==> src/rtl/rst_seq_pkg.sv <==
// Shared types and sizing helpers for the staged reset sequencer.
package rst_seq_pkg;

  localparam int MAX_OUTS = 16;

  typedef enum logic [1:0] {
    SYNC,
    STRETCH,
    RELEASE,
    RUN
  } state_e;

  // One spare bit so a count of the largest interval never wraps.
  function automatic int calcCntW(input int stretchCycles, input int numOuts,
                                  input int stageGap, input int wdogCycles);
    int maxVal;
    maxVal = stretchCycles;
    if ((numOuts - 1) * stageGap > maxVal) maxVal = (numOuts - 1) * stageGap;
    if (wdogCycles > maxVal) maxVal = wdogCycles;
    return $clog2(maxVal) + 1;
  endfunction

endpackage

==> src/rtl/rst_sync_chain.sv <==
// Reset synchronizer: asserts asynchronously, releases after SYNC_STAGES edges.
module rst_sync_chain #(
  parameter int SYNC_STAGES = 2
) (
  input  logic clk,
  input  logic rst,
  output logic sync_rst_o,
  output logic sync_rst_next_o
);

  logic [SYNC_STAGES-1:0] chain_q;

  always_ff @(posedge clk or posedge rst) begin
    if (rst) chain_q <= '1;
    else     chain_q <= {chain_q[SYNC_STAGES-2:0], 1'b0};
  end

  // The value the final stage loads on the coming edge, so the caller can
  // act on the same edge the synchronized reset falls.
  assign sync_rst_o      = chain_q[SYNC_STAGES-1];
  assign sync_rst_next_o = chain_q[SYNC_STAGES-2];

endmodule

==> src/rtl/rst_seq_gen.sv <==
// Staged reset generator: async assert, stretch, then in-order synchronous release.
// Optional watchdog enabled by defining RSTSEQ_WDOG_EN.
module rst_seq_gen
  import rst_seq_pkg::*;
#(
  parameter int SYNC_STAGES    = 2,
  parameter int STRETCH_CYCLES = 16,
  parameter int NUM_OUTS       = 4,
  parameter int STAGE_GAP      = 4,
  parameter int WDOG_CYCLES    = 1024
) (
  input  logic                clk,
  input  logic                rst,
  input  logic                sw_rst_req,
`ifdef RSTSEQ_WDOG_EN
  input  logic                wdog_kick,
  output logic                wdog_fired,
`endif
  output logic [NUM_OUTS-1:0] rst_out,
  output logic                busy,
  output logic                done
);

  localparam int CNT_W = calcCntW(STRETCH_CYCLES, NUM_OUTS, STAGE_GAP, WDOG_CYCLES);
  localparam logic [CNT_W-1:0] STRETCH_LAST = CNT_W'(STRETCH_CYCLES - 1);
  localparam logic [CNT_W-1:0] RELEASE_LAST = CNT_W'((NUM_OUTS - 1) * STAGE_GAP - 1);
`ifdef RSTSEQ_WDOG_EN
  localparam logic [CNT_W-1:0] WDOG_LAST    = CNT_W'(WDOG_CYCLES - 1);
`endif

  state_e              state_q, state_d;
  logic [CNT_W-1:0]    cnt_q, cnt_d, cnt_inc;
  logic [NUM_OUTS-1:0] rst_out_q, rst_out_d;
  logic                done_q, done_d;
  logic                fire_q, fire_d;
  logic                sync_rst, sync_rst_next;

  rst_sync_chain #(
    .SYNC_STAGES(SYNC_STAGES)
  ) u_sync (
    .clk            (clk),
    .rst            (rst),
    .sync_rst_o     (sync_rst),
    .sync_rst_next_o(sync_rst_next)
  );

  assign cnt_inc = cnt_q + 1'b1;

  always_comb begin
    state_d   = state_q;
    cnt_d     = cnt_q;
    rst_out_d = rst_out_q;
    done_d    = 1'b0;
    fire_d    = 1'b0;
    case (state_q)
      SYNC: begin
        if (sync_rst && !sync_rst_next) begin
          state_d = STRETCH;
          cnt_d   = '0;
        end
      end
      STRETCH: begin
        if (cnt_q == STRETCH_LAST) begin
          rst_out_d[0] = 1'b0;
          cnt_d        = '0;
          if (NUM_OUTS == 1) begin
            state_d = RUN;
            done_d  = 1'b1;
          end else begin
            state_d = RELEASE;
          end
        end else begin
          cnt_d = cnt_inc;
        end
      end
      RELEASE: begin
        // Single counter measured from the bit-0 release; bit k drops at k*STAGE_GAP.
        cnt_d = cnt_inc;
        for (int k = 1; k < NUM_OUTS; k++) begin
          if (int'(cnt_inc) >= k * STAGE_GAP) rst_out_d[k] = 1'b0;
        end
        if (cnt_q == RELEASE_LAST) begin
          state_d = RUN;
          done_d  = 1'b1;
          cnt_d   = '0;
        end
      end
      RUN: begin
`ifdef RSTSEQ_WDOG_EN
        if (wdog_kick)               cnt_d  = '0;
        else if (cnt_q == WDOG_LAST) fire_d = 1'b1;
        else                         cnt_d  = cnt_inc;
`endif
      end
      default: state_d = SYNC;
    endcase
    // A software or watchdog restart skips the synchronizer: it is already in-domain.
    if ((state_q != SYNC) && (sw_rst_req || fire_d)) begin
      rst_out_d = '1;
      cnt_d     = '0;
      state_d   = STRETCH;
      done_d    = 1'b0;
    end
  end

  always_ff @(posedge clk or posedge rst) begin
    if (rst) begin
      state_q   <= SYNC;
      cnt_q     <= '0;
      rst_out_q <= '1;
      done_q    <= 1'b0;
      fire_q    <= 1'b0;
    end else begin
      state_q   <= state_d;
      cnt_q     <= cnt_d;
      rst_out_q <= rst_out_d;
      done_q    <= done_d;
      fire_q    <= fire_d;
    end
  end

  assign rst_out = rst_out_q;
  assign busy    = |rst_out_q;
  assign done    = done_q;
`ifdef RSTSEQ_WDOG_EN
  assign wdog_fired = fire_q;
`else
  logic unusedFire;
  assign unusedFire = fire_q;
`endif

endmodule

==> config.mk <==
export PLATFORM = sky130hd
export DESIGN_NAME = rst_seq_gen
export DESIGN_NICKNAME = d
export VERILOG_FILES = /design/src/rtl/rst_seq_pkg.sv /design/src/rtl/rst_sync_chain.sv /design/src/rtl/rst_seq_gen.sv
export SDC_FILE = /design/constraint.sdc
export NUM_CORES = 1
export LEC_CHECK = 0
export ABC_AREA = 1
export ABC_CLOCK_PERIOD_IN_PS = 2300
export CAP_MARGIN = 10
export CORE_AREA = 2 2 55 57
export DETAILED_ROUTE_END_ITERATION = 7
export DIE_AREA = 0 0 57 59
export GPL_TIMING_DRIVEN = 0
export PLACE_DENSITY_LB_ADDON = 0.2
export RECOVER_POWER = 50
export SYNTH_ARGS = -nofsm -noshare
export SYNTH_HDL_FRONTEND = slang
export SYNTH_SLANG_ARGS = --single-unit
==> constraint.sdc <==
create_clock -name clk -period 2.3 [get_ports clk]
set_input_delay 0.46 -clock clk [delete_from_list [all_inputs] [get_ports clk]]
set_output_delay 0.46 -clock clk [all_outputs]
set_load 0.1 [all_outputs]
# ---- After elaboration in Yosys (flattened, before gate mapping)
# Cells that the tools add are included.
# Widths: inputs -> output; s select.
dict set report totals {
  reg_bits 20
  inputBits 3
  output_inout_bits 6
  word_cells 58
}
dict set report classes {
  n_addsub 1
  magnitude_cmp 3
  eq_ne 7
  muxes 20
  reduce_logical 19
}
# operator n
set op_table {}
lappend op_table {{$mux 11} 4}
lappend op_table {{$pmux 11 s3} 1}
lappend op_table {{$eq 11x4->1 const B} 2}
lappend op_table {{$ge 11x4->1 const B} 2}
lappend op_table {{$reduce_bool 2->1} 7}
lappend op_table {{$add 11x1->11 const B} 1}
lappend op_table {{$ge 11x3->1 const B} 1}
lappend op_table {{$reduce_and 2->1} 5}
lappend op_table {{$ne 3x3->1 const B} 3}
lappend op_table {{$mux 1} 8}
lappend op_table {{$mux 2} 4}
lappend op_table {{$pmux 2 s3} 1}
lappend op_table {{$mux 4} 1}
lappend op_table {{$reduce_and 4->1} 1}
lappend op_table {{$reduce_bool 4->1} 1}
lappend op_table {{$reduce_or 4->1} 1}
lappend op_table {{$mux 3} 1}
lappend op_table {{$eq 2x1->1 const B} 1}
lappend op_table {{$eq 2x2->1 const B} 1}
lappend op_table {{$logic_and 1x1->1} 2}
lappend op_table {{$logic_not 2->1} 1}
lappend op_table {{$logic_not 1->1} 1}

# ---- Depth between registers and ports, before layout
# Gate-level depths: netlist (run 1).
dict set report depth {
  ltp_word 5
  mapped_depth 12
  depth_no_buf 12
}

# ---- By module
# Synthesis (run 1) repeated with hierarchy kept, for this count alone.
dict set report hier_totals {
  hier_cells 167
  hier_area_um2 1226.2
}
# module n_inst cells_each area_per_inst_um2 seq_area_each_um2
set modules_own_cells {}
lappend modules_own_cells {rst_seq_gen 1 163 1166.1 455.4}
lappend modules_own_cells {rst_sync_chain 1 4 60.1 52.6}

# ---- Worst setup path before layout (run 1)
# OpenSTA, ideal clock, no wires.
dict set report synth_timing {
  path_kind {register to output}
  startpoint {register rst_out_q[1], in the netlist rst_out[1]}
  endpoint {output port busy}
  arrival_time_ns 1.640
  t_required_ns 1.840
  slack_ns 0.200
  path_stages_with_launch 2
  n_path_buf 0
  path_cell_list {dfstp_2 > or4_1}
}
dict set report synth_via {
  elab_chain_cells 1
}
# item line_no
set synth_lines {}
lappend synth_lines {{start: declaration} rst_seq_gen.sv:33} ;# logic [NUM_OUTS-1:0] rst_out_q, rst_out_d;
lappend synth_lines {{start signal: assignment} rst_seq_gen.sv:116} ;# rst_out_q <= rst_out_d;
lappend synth_lines {{$reduce_or 4->1} rst_seq_gen.sv:123} ;# assign busy = |rst_out_q;
lappend synth_lines {{end: declaration} rst_seq_gen.sv:20} ;# output logic busy,
# No other way between the ends.

# ---- Worst setup path in the final report (run 1)
dict set report layout_timing {
  startpoint {register done_q, in the netlist done}
  endpoint {output port done}
}
# item line_no
set layout_lines {}
lappend layout_lines {{start: declaration} rst_seq_gen.sv:34} ;# logic done_q, done_d;
lappend layout_lines {{start signal: assignment} rst_seq_gen.sv:117} ;# done_q <= done_d;
lappend layout_lines {{end: declaration} rst_seq_gen.sv:21} ;# output logic done
# No word-level cell between the ends.

==> summary.txt, run 1 <==
outcome -> finished, final reports clean
CTS Buffer Depth -> 2
Final ANT Viol Nets -> 0
startpoint class of the critical path -> register
Final Cycle Share -> 97.2%
clk root buf -> clkbuf_4
Least-Margin Pin Slew -> 967 ps
H-Tree Level Count -> 1
Setup Viol. Count Final -> 0
Max Fanout on Critical Path -> 1
Initial Utilization -> 44.0%
Crit path buffers/inverters -> 1
total power -> 1.04 mW
max-slew violation count -> 0
final hold vios -> 0
TritonCTS Buffers -> 3
post-synthesis average cell area -> 7.59 um^2
Top delay family on crit path -> buffers and inverters
initial antenna violation count -> 0
CORE AREA -> 2710 um^2
post-synthesis cell type count -> 23
Iter 0 DRT Violations -> 21
relative slew slack -> 35.3%
Setup Skew -> 10.8 ps
syn_nets -> 165
Cells after Synth -> 157
CTS tree -> built
Top-Level Pins -> 9
clock transition at the registers of the reported paths -> 120 ps
grt ovf -> 0
number of max-cap violations -> 0
Port Buf Inserts -> 8
DRT Pass-1 Iters -> 4
final wirelength -> 2.41 mm
RePlAce Congestion -> 0.822
CP max stage delay -> 1130 ps
Layout area overhead -> 12.2%
fin nets -> 178
detailed placement HPWL -> 1.82 mm
hold-fix buffer count after cts -> 0
post-synthesis sequential area ratio -> 42.6%
number of global-route vias before repair -> 1044
VDD IR max -> 563 uV
largest net degree at the start of global routing -> 21
critical path endpoint category -> output port
TritonCTS Sinks -> 20
fmax -> 447 MHz
HP Class -> register to register
Warnings, synthesis -> 0
Yosys reg bits -> 20
RSZ-0062 raised after global routing -> false
post-CTS setup buffer count -> 0
ANT cells -> 0
Crit-path slowest cell -> clkdlybuf4s50_1
setup TNS -> 0 ps
Skew-Pair Late Insertion Delay -> 310 ps
All-Layer GR Usage -> 15.8%
Pwr per Cell Area -> 775 nW/um^2
Rows -> 19
P_leak -> 0.626 nW
Vias/cell -> 5.04
# DRC -> 0
Setup CP Type -> register to output port
global-route wire length before repair -> 4.08 mm
worst path required time -> 1840 ps
crit-path cells -> clkdlybuf4s50_1
area of the die -> 3360 um^2
vias -> 1008
Die Wd -> 57 um
WL/cell -> 12.0 um
layout cell share with drive strength beyond 1 -> 17.8%
DIE HEIGHT -> 59 um
Tmin final -> 2240 ps
cell area after synthesis -> 1190 um^2
worst path arrival time -> 1780 ps
-- synth_stat cells --
cell type / number / area share (%)
clkinv_1: 2 / 0.63
clkbuf_1: 1 / 0.31
nand3_2: 2 / 1.7
nand3_1: 10 / 4.2
or4_1: 1 / 0.63
nor2_2: 5 / 2.6
nor2_4: 1 / 0.95
nand4_1: 2 / 1.1
o21bai_1: 1 / 0.63
ha_1: 5 / 5.3
o21ai_0: 2 / 0.84
conb_1: 1 / 0.31
xor2_1: 1 / 0.74
nor2_1: 10 / 3.2
inv_2: 1 / 0.31
o21ai_1: 4 / 1.7
nand2_2: 10 / 5.3
nand3b_1: 2 / 1.3
dfstp_2: 6 / 13
o22ai_1: 9 / 4.7
dfrtp_1: 14 / 29
inv_1: 17 / 5.4
nand2_1: 50 / 16
-- timing repair --
item,in CTS,in global routing
gates cloned,0,0
resized for setup,5,2
setup endpoints to repair,5,1
-- routing by layer --
| metal | GRT usage (%) | part of all wire (%) |
|---|---|---|
| met4 | 10.3 | 0.75 |
| met2 | 27.3 | 49 |
| met3 | 2.40 | 2.5 |
| met5 | 0 | 0 |
| met1 | 18.2 | 48 |
-- cell usage in the layout, fill, tap and decap left out, drive strengths merged --
master	Yosys	routed
dlygate4sd2	0	4
ha	5	5
clkinv	2	2
or4	1	1
nand4	2	2
xor2	1	1
nor2	16	16
conb	1	1
nand3b	2	2
o21bai	1	1
dfstp	6	6
inv	18	18
o21ai	6	6
clkdlybuf4s50	0	2
clkbuf	1	6
nand3	12	12
dlygate4sd3	0	1
dfrtp	14	14
nand2	60	60
o22ai	9	9
-- path summary, 6_finish.rpt --
path / start / end / slack, ps / depth (start not counted)
max in group asynchronous: rst / cnt_q[3]$_DFFE_PP0P_ / 1090 / 2
min in group asynchronous: rst / cnt_q[10]$_DFFE_PP0P_ / 710 / 2
min: u_sync.chain_q[0]$_DFF_PP1_ / u_sync.chain_q[1]$_DFF_PP1_ / 370 / 0
max reg2reg: state_q[0]$_DFFE_PP0P_ / state_q[0]$_DFFE_PP0P_ / 500 / 7
max: done$_DFF_PP0_ / done / 60 / 1
min reg2reg: u_sync.chain_q[0]$_DFF_PP1_ / u_sync.chain_q[1]$_DFF_PP1_ / 370 / 0
-- kinds of logic (layout without fill, tap and decap cells) --
family	after synthesis	after routing	synth area share (%)
AO/OA/AOI/OAI	16	16	7.88
XOR/XNOR	1	1	0.735
adder cells (fa/ha/maj)	5	5	5.25
buffers and inverters	21	33	6.62
flip-flops	20	20	42.6
other	1	1	0.315
AND/OR/NAND/NOR	93	93	36.6
-- report_power, final --
group	switching, mW	internal [mW]	leakage (nW)	total [mW]
clock	0.115	0.0968	0.0210	0.212
sequential	0.0323	0.389	0.255	0.421
combinational	0.284	0.119	0.350	0.402
-- sequential cells by signal, summed over array words and instances, names as in the netlist --
name	flops
cnt_q	11
rst_out	4
state_q	2
u_sync.chain_q	2
done	1
-- layout make-up --
type / count / area, um^2
multi-input combinational: 116 / 604
fill: 279 / 1370
clock buffer: 4 / 36.3
timing repair buffer: 8 / 70.1
tap: 31 / 38.8
sequential: 20 / 508
inverter: 20 / 75.1
buffer: 1 / 3.75
-- through the flow --
| stage | setup slack [ps] | util (%) | hold slack [ps] | instances | cell area, um^2 |
|---|---|---|---|---|---|
| floorplan | 200 | - | 351 | 157 | 1190 |
| finish | 64.0 | 49.3 | 375 | 200 | 1340 |
| detailed placement | -0.335 | 48.3 | 356 | 196 | 1310 |
| CTS | 1.35 | 49.4 | 376 | 200 | 1340 |
| global placement | 0.294 | 48.3 | 356 | 196 | 1310 |
| global route | 30.1 | 49.3 | 380 | 200 | 1340 |
(Power assumes the default switching activity.)
==> run 2, diff against run 1 <==
--- a/config.mk
+++ b/config.mk
@@ -9,6 +9,7 @@
 export ABC_CLOCK_PERIOD_IN_PS = 2300
 export CAP_MARGIN = 10
 export CORE_AREA = 2 2 55 57
+export CTS_BUF_LIST = sky130_fd_sc_hd__clkbuf_8
 export DETAILED_ROUTE_END_ITERATION = 7
 export DIE_AREA = 0 0 57 59
 export GPL_TIMING_DRIVEN = 0
==> run 2 against run 1 <==
  * Sequential share of layout area is 0.63 points lower
  * Flip-flop and latch count stayed put
  * Worst hold slack worse by 6.4 ps
  * Via count is 0.99% higher
  * Cell area is 1.7% higher
  * Setup slack better by 18 ps
  * Utilization is 0.83 points higher
  * Fmax is 0.81% higher
  * Largest power group unchanged
  * Highest routed layer unchanged
==> summary.txt, run 2 (synthesis gave the netlist of run 1 again) <==
H-Tree Level Count -> 1
Biggest register -> cnt_q
fin cells -> 200
layout cell share with drive strength beyond 1 -> 17.2%
Max Fanout on Critical Path -> 3
Iter 0 DRT Violations -> 20
Initial Utilization -> 44.0%
ANT cells -> 0
grt ovf -> 0
P_leak -> 0.632 nW
WHS -> 368 ps
global-route wire length before repair -> 4.06 mm
DIE HEIGHT -> 59 um
critical path endpoint category -> output port
hold-fix buffer count after cts -> 0
Layout area overhead -> 14.1%
clock transition at the registers of the reported paths -> 80 ps
DRT Pass-1 Iters -> 4
CP max stage delay -> 840 ps
Reg area -> 508 um^2
initial antenna violation count -> 0
number of max-cap violations -> 0
largest net degree at the start of global routing -> 21
startpoint class of the critical path -> register
most frequent cells in the layout -> 50 x nand2_1, 17 x inv_1, 14 x dfrtp_1
final hold vios -> 0
commonest non-fill, non-tap cell in the layout -> nand2_1
Final Cycle Share -> 96.4%
Vias/cell -> 5.09
CTS Buffer Depth -> 2
Setup CP Type -> register to output port
Port Buf Inserts -> 8
Skew-Pair Late Insertion Delay -> 270 ps
relative slew slack -> 35.3%
Pwr per Cell Area -> 809 nW/um^2
area of the multi-input gates -> 604 um^2
TritonCTS Sinks -> 20
CTS tree -> built
Top-Level Pins -> 9
worst path arrival time -> 1760 ps
outcome -> finished, final reports clean
Rows -> 19
WL/cell -> 12.0 um
max-slew violation count -> 0
post-CTS setup buffer count -> 0
fmax -> 451 MHz
Final ANT Viol Nets -> 0
Crit-path slowest cell -> dlygate4sd2_1
total power -> 1.10 mW
vias -> 1018
fillers -> 274
crit-path cells -> or4_1 -> dlygate4sd2_1
clk root buf -> clkbuf_8
max FFs per register -> 11
HP Class -> register to register
Inst Count DP -> 196
TritonCTS Buffers -> 3
detailed placement HPWL -> 1.82 mm
final wirelength -> 2.40 mm
Setup Viol. Count Final -> 0
Setup Skew -> 7.79 ps
CORE AREA -> 2710 um^2
area of the die -> 3360 um^2
number of global-route vias before repair -> 1037
cts repair resizes -> 5
RSZ-0062 raised after global routing -> false
All-Layer GR Usage -> 15.6%
VDD IR max -> 692 uV
worst path required time -> 1840 ps
# DRC -> 0
Least-Margin Pin Slew -> 967 ps
Die Wd -> 57 um
RePlAce Congestion -> 0.822
Tmin final -> 2220 ps
fin nets -> 178
run 2: cell count changes in the layout (fill, tap and decap cells not counted), sizes merged:
cell	delta
clkbuf	-1
dlygate4sd2	+1
run 2: through the flow:
step	utilization, %	cell area (um^2)	setup slack, ps	setup TNS [ps]
final	50.1	1360	82.0	0
after global routing	50.1	1360	42.7	0
after CTS	50.1	1360	71.4	0
after detailed placement	48.3	1310	-0.335	-0.335
after global placement	48.3	1310	0.294	0
after floorplan	-	1190	200	0
run 2: final timing paths:
check,start,endpoint,slack (ps),cells after the start
worst min-delay path,u_sync.chain_q[0]$_DFF_PP1_,u_sync.chain_q[1]$_DFF_PP1_,370,0
worst min register to register,u_sync.chain_q[0]$_DFF_PP1_,u_sync.chain_q[1]$_DFF_PP1_,370,0
worst max-delay path,rst_out[0]$_DFFE_PP1P_,busy,80,2
worst max register to register,state_q[0]$_DFFE_PP0P_,state_q[0]$_DFFE_PP0P_,510,7
max in group asynchronous,rst,cnt_q[3]$_DFFE_PP0P_,1040,2
min in group asynchronous,rst,state_q[0]$_DFFE_PP0P_,770,2
run 2: critical path, delay by kind of cell, from the launching register on:
kind / cells / cell delay (ps)
AND/OR/NAND/NOR: 1 / 100
flip-flops: 1 / 550
buffers and inverters: 1 / 840
run 2: per-layer routing:
metal  up-vias  part of all wire (%)  global-route usage, %
met5         -                     0                      0
met4         0                   1.5                   8.31
met3         4                   2.8                   3.06
met2        14                    48                   27.4
met1       475                    47                   18.1
li1        525                     -                      -
run 2: power by group:
part / switching, mW / internal [mW] / total, mW
combinational: 0.284 / 0.119 / 0.403
clock: 0.122 / 0.153 / 0.275
sequential: 0.0323 / 0.389 / 0.421
total: 0.438 / 0.660 / 1.10
run 2: final cells by class:
type / instances / area share, %
clock buffers: 4 / 4.05
well taps: 31 / 2.85
inverters: 20 / 5.52
repair buffers: 8 / 5.43
plain buffers: 1 / 0.276
multi-input cells: 116 / 44.5
flip-flops and latches: 20 / 37.4
==> run 3, diff against run 2 <==
--- a/config.mk
+++ b/config.mk
@@ -15,6 +15,7 @@
 export GPL_TIMING_DRIVEN = 0
 export PLACE_DENSITY_LB_ADDON = 0.2
 export RECOVER_POWER = 50
+export SKIP_LAST_GASP = 1
 export SYNTH_ARGS = -nofsm -noshare
 export SYNTH_HDL_FRONTEND = slang
 export SYNTH_SLANG_ARGS = --single-unit
==> results of run 3 <==
Final layout, timing and power as in run 2 (identical DEF).
==> patch 1: new RTL, settings of run 1 <==
Register the output `busy`, with the module's reset; this adds one clock of latency there. The other outputs are not delayed to match.
--- a/src/rtl/rst_seq_gen.sv
+++ b/src/rtl/rst_seq_gen.sv
@@ -120,7 +120,13 @@
   end
 
   assign rst_out = rst_out_q;
-  assign busy    = |rst_out_q;
+  always_ff @(posedge clk or posedge rst) begin
+    if (rst) begin
+      busy <= '0;
+    end else begin
+      busy <= |rst_out_q;
+    end
+  end
   assign done    = done_q;
 `ifdef RSTSEQ_WDOG_EN
   assign wdog_fired = fire_q;
Behaviour: not the same (Yosys sat finds a counterexample within 4 cycles, from zero or initial values and one cycle with rst high).
==> patch 1 against run 1 <==
  * Critical path depth is the same
  * Clock power shrank 14%
  * Total power shrank 1.7%
  * Worst setup slack gained 0.00053 ns
  * Via count grew 5.2%
  * Synthesized cell count grew 3.2%
  * Die area is the same
  * Count of clock-buffer cells in the layout is the same
  * Synthesized area grew 4.4%
  * Routed wire length grew 5.2%
  * Worst hold slack lost 0.0019 ns
  * Final area grew 3.6%
  * Sequential cell count grew 1
==> patch 1: results (changes against run 1) <==
status: complete, no violations
top cells by area, synth: dfrtp_1, nand2_1, dfstp_2
Leakage: 0.653 nW (+4.2%)
commonest cells in the synthesized netlist: nand2_1, inv_1, dfrtp_1
pin count of the biggest net entering global routing: 22 (+4.8%)
# port buffers: 8 (unchanged)
Avg Inst Size Synth: 7.68 um^2 (+1.2%)
gr usage total: 16.7% (+0.91 points)
clock root cell: clkbuf_4
fraction of layout cells with a size suffix above 1: 14.9% (-2.8 points)
Netlist cell types: 25 (+8.7%)
clk_skew: 0.00903 ns (-0.00176 ns)
flop2flop setup slack: 0.58 ns (+0.08 ns)
Routed WL: 2530 um (+5.2%)
Antenna diodes: 0 (unchanged)
vias in the first global route: 1060 (+1.5%)
DRT Pass-1 Iters: 4 (unchanged)
Reg2Reg Capture Point: cnt_q[2]$_DFFE_PP0P_
first-pass GRT wire length: 4390 um (+7.4%)
register area share after synthesis: 42.9% (+0.21 points)
vias per cell: 5.17 (+2.6%)
crit path to: busy
CP Launch Point: busy$_DFF_PP0_
hpwl dp: 1910 um (+5.1%)
Synth Net Count: 170 (+3.0%)
Non-Filler Instances: 205 (+2.5%)
Worst slew margin: 35.9% (+0.57 points)
VDD IR max: 670 uV (+19%)
RePlAce Congestion: 0.876 (+6.6%)
nets@finish: 183 (+2.8%)
placed cell count: 201 (+2.6%)
R2R cell count: 6 (-1)
initial antenna violation count: 0 (unchanged)
crit-path max FO: 1 (unchanged)
CTS H-tree lvls: 1 (unchanged)
patch 1: changes by cell type after synthesis, moves of 2 or more:
cell            run 1  this run
inv_1              17        21
o21ai_1             4         0
nand2_2            10         7
nand3_2             2         4
nor2_1             10        12
patch 1: cell type report:
class | instances | area [um^2]
repair buffers | 8 | 75.1
plain buffers | 1 | 3.75
multi-input cells | 117 | 621
fillers | 282 | 1330
clock buffers | 4 | 26.3
flip-flops and latches | 21 | 533
inverters | 23 | 86.3
well taps | 31 | 38.8
patch 1: metrics by stage:
step | hold WS (ns) | total power, mW | util [%] | setup slack (ns) | cell area, um^2
finish | 0.373 | 1.02 | 51.1 | 0.0646 | 1380
floorplan | 0.351 | 0.757 | - | 0.834 | 1240
CTS | 0.375 | 1.03 | 51.1 | 0.0486 | 1380
detailed placement | 0.358 | 0.845 | 50.3 | 0.185 | 1360
global route | 0.378 | 1.10 | 51.1 | 0.0327 | 1380
global placement | 0.356 | 0.840 | 50.3 | 0.186 | 1360
patch 1: repair_timing:
action | in CTS | in global routing
gates resized for setup | 4 | 0
hold buffers | 0 | 0
setup endpoints to repair | 4 | 0
patch 1: worst min-delay path by stage:
stage | to | slack [ns] | from | cells after the start
after floorplan | u_sync.chain_q[1]$_DFF_PP1_ | 0.35 | u_sync.chain_q[0]$_DFF_PP1_ | 0
after global placement | u_sync.chain_q[1]$_DFF_PP1_ | 0.36 | u_sync.chain_q[0]$_DFF_PP1_ | 0
after detailed placement | u_sync.chain_q[1]$_DFF_PP1_ | 0.36 | u_sync.chain_q[0]$_DFF_PP1_ | 0
after CTS | u_sync.chain_q[1]$_DFF_PP1_ | 0.37 | u_sync.chain_q[0]$_DFF_PP1_ | 0
after global routing | u_sync.chain_q[1]$_DFF_PP1_ | 0.38 | u_sync.chain_q[0]$_DFF_PP1_ | 0
final | u_sync.chain_q[1]$_DFF_PP1_ | 0.37 | u_sync.chain_q[0]$_DFF_PP1_ | 0
patch 1: kinds of logic (layout without fill, tap and decap cells):
group	Yosys count	in the layout	share of synthesized area, %
other cells	1	1	0.302
fa+ha+maj	5	5	5.03
xor+xnor	1	1	0.704
flops	21	21	42.9
simple gates	94	94	35.6
compound gates	16	16	8.25
buf+inv	24	36	7.24
patch 1: report_power, final:
| group | leakage (nW) | internal [mW] | switching (mW) |
|---|---|---|---|
| clock | 0.0150 | 0.0678 | 0.116 |
| combinational | 0.376 | 0.118 | 0.277 |
| sequential | 0.262 | 0.405 | 0.0334 |
| total | 0.653 | 0.591 | 0.426 |
patch 1: metal layers:
layer | track usage, % | wire length (um) | vias up
li1 | - | - | 544
met1 | 20.8 | 1180 | 487
met2 | 28.4 | 1190 | 20
met3 | 2.18 | 93 | 9
met4 | 8.64 | 70 | 0
met5 | 0 | 0 | -
==> patch 2: new RTL, config.mk and constraints of run 1 <==
Made on the original files. Add a define of `RSTSEQ_WDOG_EN`.
--- a/src/rtl/rst_seq_gen.sv
+++ b/src/rtl/rst_seq_gen.sv
@@ -1,5 +1,7 @@
 // Staged reset generator: async assert, stretch, then in-order synchronous release.
 // Optional watchdog enabled by defining RSTSEQ_WDOG_EN.
+`define RSTSEQ_WDOG_EN
+
 module rst_seq_gen
   import rst_seq_pkg::*;
 #(
Ports: changed (added wdog_fired and wdog_kick); port bits go from 9 to 11. No check against the original RTL was run, so the function may have changed too.
==> patch 2 against run 1 <==
  * Highest routed layer unchanged
  * Combinational power up 3%
  * Sequential cell count up 1
  * Clock skew up 0.0016 ns
  * Synthesized cell count up 8.9%
  * Final cell count up 8.0%
  * Sequential share of layout area down 1.6 points
  * Worst setup slack worse by 0.013 ns
  * Largest cell class unchanged
  * Synthesized area up 11%
  * Sequential power up 4%
  * Total power up 0.28%
  * Routed wire length up 6.0%
  * Final area up 9.5%
  * Critical path depth unchanged
==> patch 2: results (changes against run 1) <==
status: complete, no violations
Reg2Reg Capture Point: state_q[1]$_DFFE_PP0P_
vias per cell: 5.09 (+0.95%)
Synth async-reset ratio: 100% (unchanged)
CP Launch Point: wdog_fired$_DFF_PP0_
pin count of the biggest net entering global routing: 22 (+4.8%)
hold-critical path depth: 0 (unchanged)
# port buffers: 10 (+2)
Top reg by flops: cnt_q
Pint: 0.611 mW (+1.2%)
R2R cell count: 10 (+3)
hpwl dp: 1950 um (+7.5%)
top cells by area, synth: dfrtp_1, nand2_1, dfstp_2
CTS H-tree lvls: 1 (unchanged)
clk_skew: 0.0124 ns (+0.00164 ns)
actual slew at the worst max-slew pin: 0.960 ns (-0.00754 ns)
commonest cells in the synthesized netlist: nand2_1, inv_1, dfrtp_1, nor2_1, nand3_1
gr usage total: 17.1% (+1.3 points)
VDD IR max: 484 uV (-14%)
min-delay worst type: reg -> reg
nets@finish: 196 (+10%)
flop2flop setup slack: 0.24 ns (-0.26 ns)
CP delay by family, top: buffers and inverters
Routed WL: 2550 um (+6.0%)
worst reg2reg startpoint: cnt_q[0]$_DFFE_PP0P_
RePlAce Congestion: 0.858 (+4.4%)
Synth Net Count: 181 (+9.7%)
Antenna diodes: 0 (unchanged)
DRT Pass-1 Iters: 4 (unchanged)
Netlist cell types: 29 (+26%)
synth warn: 0 (unchanged)
vias in the first global route: 1028 (-1.5%)
register area share after synthesis: 40.2% (-2.5 points)
DR iter-0 viols: 33 (+57%)
clock root cell: clkbuf_4
worst min-delay path startpoint: u_sync.chain_q[0]$_DFF_PP1_
Avg Inst Size Synth: 7.76 um^2 (+2.3%)
CP Data Arrival Time: 1.79 ns
fraction of layout cells with a size suffix above 1: 16.8% (-0.99 points)
Leakage: 0.740 nW (+18%)
CP max stage delay: 1.12 ns
clk slew on worst S/H paths: 0.13 ns
first-pass GRT wire length: 4400 um (+7.8%)
crit path to: wdog_fired
-- patch 2: cell count changes in the layout (fill, tap and decap cells not counted), sizes merged, moves of 4 or more --
cell   delta
inv       +6
nand2     -5
nand3     +4
nand4     +4
nor2      +5
o22ai     -9
-- patch 2: repair_timing --
action                                  CTS  global route
hold buffers                              0             0
resized for setup                         5             3
endpoints found under the setup margin    5             2
buffers inserted                          0             0
-- patch 2: metrics by stage --
stage | hold slack, ns | setup slack, ns | cells | cell area (um^2)
floorplan | 0.354 | 0.200 | 171 | 1330
global placement | 0.357 | 0.00191 | 212 | 1470
detailed placement | 0.359 | -0.00281 | 212 | 1470
CTS | 0.377 | 0.000475 | 216 | 1490
global route | 0.379 | 0.0182 | 216 | 1460
finish | 0.376 | 0.0515 | 216 | 1460
-- patch 2: final cells by class --
type                            count  area [um^2]
Sequential cell                    21          533
Buffer                              1         11.3
Fill cell                         264         1250
Tap cell                           31         38.8
Multi-Input combinational cell    124          667
Clock buffer                        4         26.3
Timing Repair Buffer               10         92.6
Inverter                           25         93.8
-- patch 2: worst min path at each step --
stage,end,slack (ns)
after floorplan,u_sync.chain_q[1]$_DFF_PP1_,0.35
after global placement,u_sync.chain_q[1]$_DFF_PP1_,0.36
after detailed placement,u_sync.chain_q[1]$_DFF_PP1_,0.36
after CTS,u_sync.chain_q[1]$_DFF_PP1_,0.38
after global routing,u_sync.chain_q[1]$_DFF_PP1_,0.38
final,u_sync.chain_q[1]$_DFF_PP1_,0.38
-- patch 2: kinds of logic after synthesis --
family	count (synthesis)	synth area share (%)
simple gates	102	38.3
buf+inv	26	7.92
flops	21	40.2
compound gates	14	7.07
fa+ha+maj	6	5.65
xor+xnor	1	0.660
other cells	1	0.282
-- patch 2: layer usage --
| metal | share of wire (%) | GRT usage [%] | vias up |
|---|---|---|---|
| met2 | 47 | 28.4 | 17 |
| met5 | 0 | 0 | - |
| met3 | 2.2 | 1.97 | 5 |
| met1 | 48 | 22.0 | 504 |
| met4 | 2.4 | 8.97 | 0 |
| li1 | - | - | 573 |
-- patch 2: power groups by stage --
stage / registers, mW / clock network [mW] / logic [mW]
after CTS: 0.438 / 0.191 / 0.425
after global routing: 0.445 / 0.204 / 0.465
final: 0.437 / 0.187 / 0.414
after floorplan: 0.442 / 0 / 0.329
after global placement: 0.443 / 0 / 0.410
after detailed placement: 0.445 / 0 / 0.422
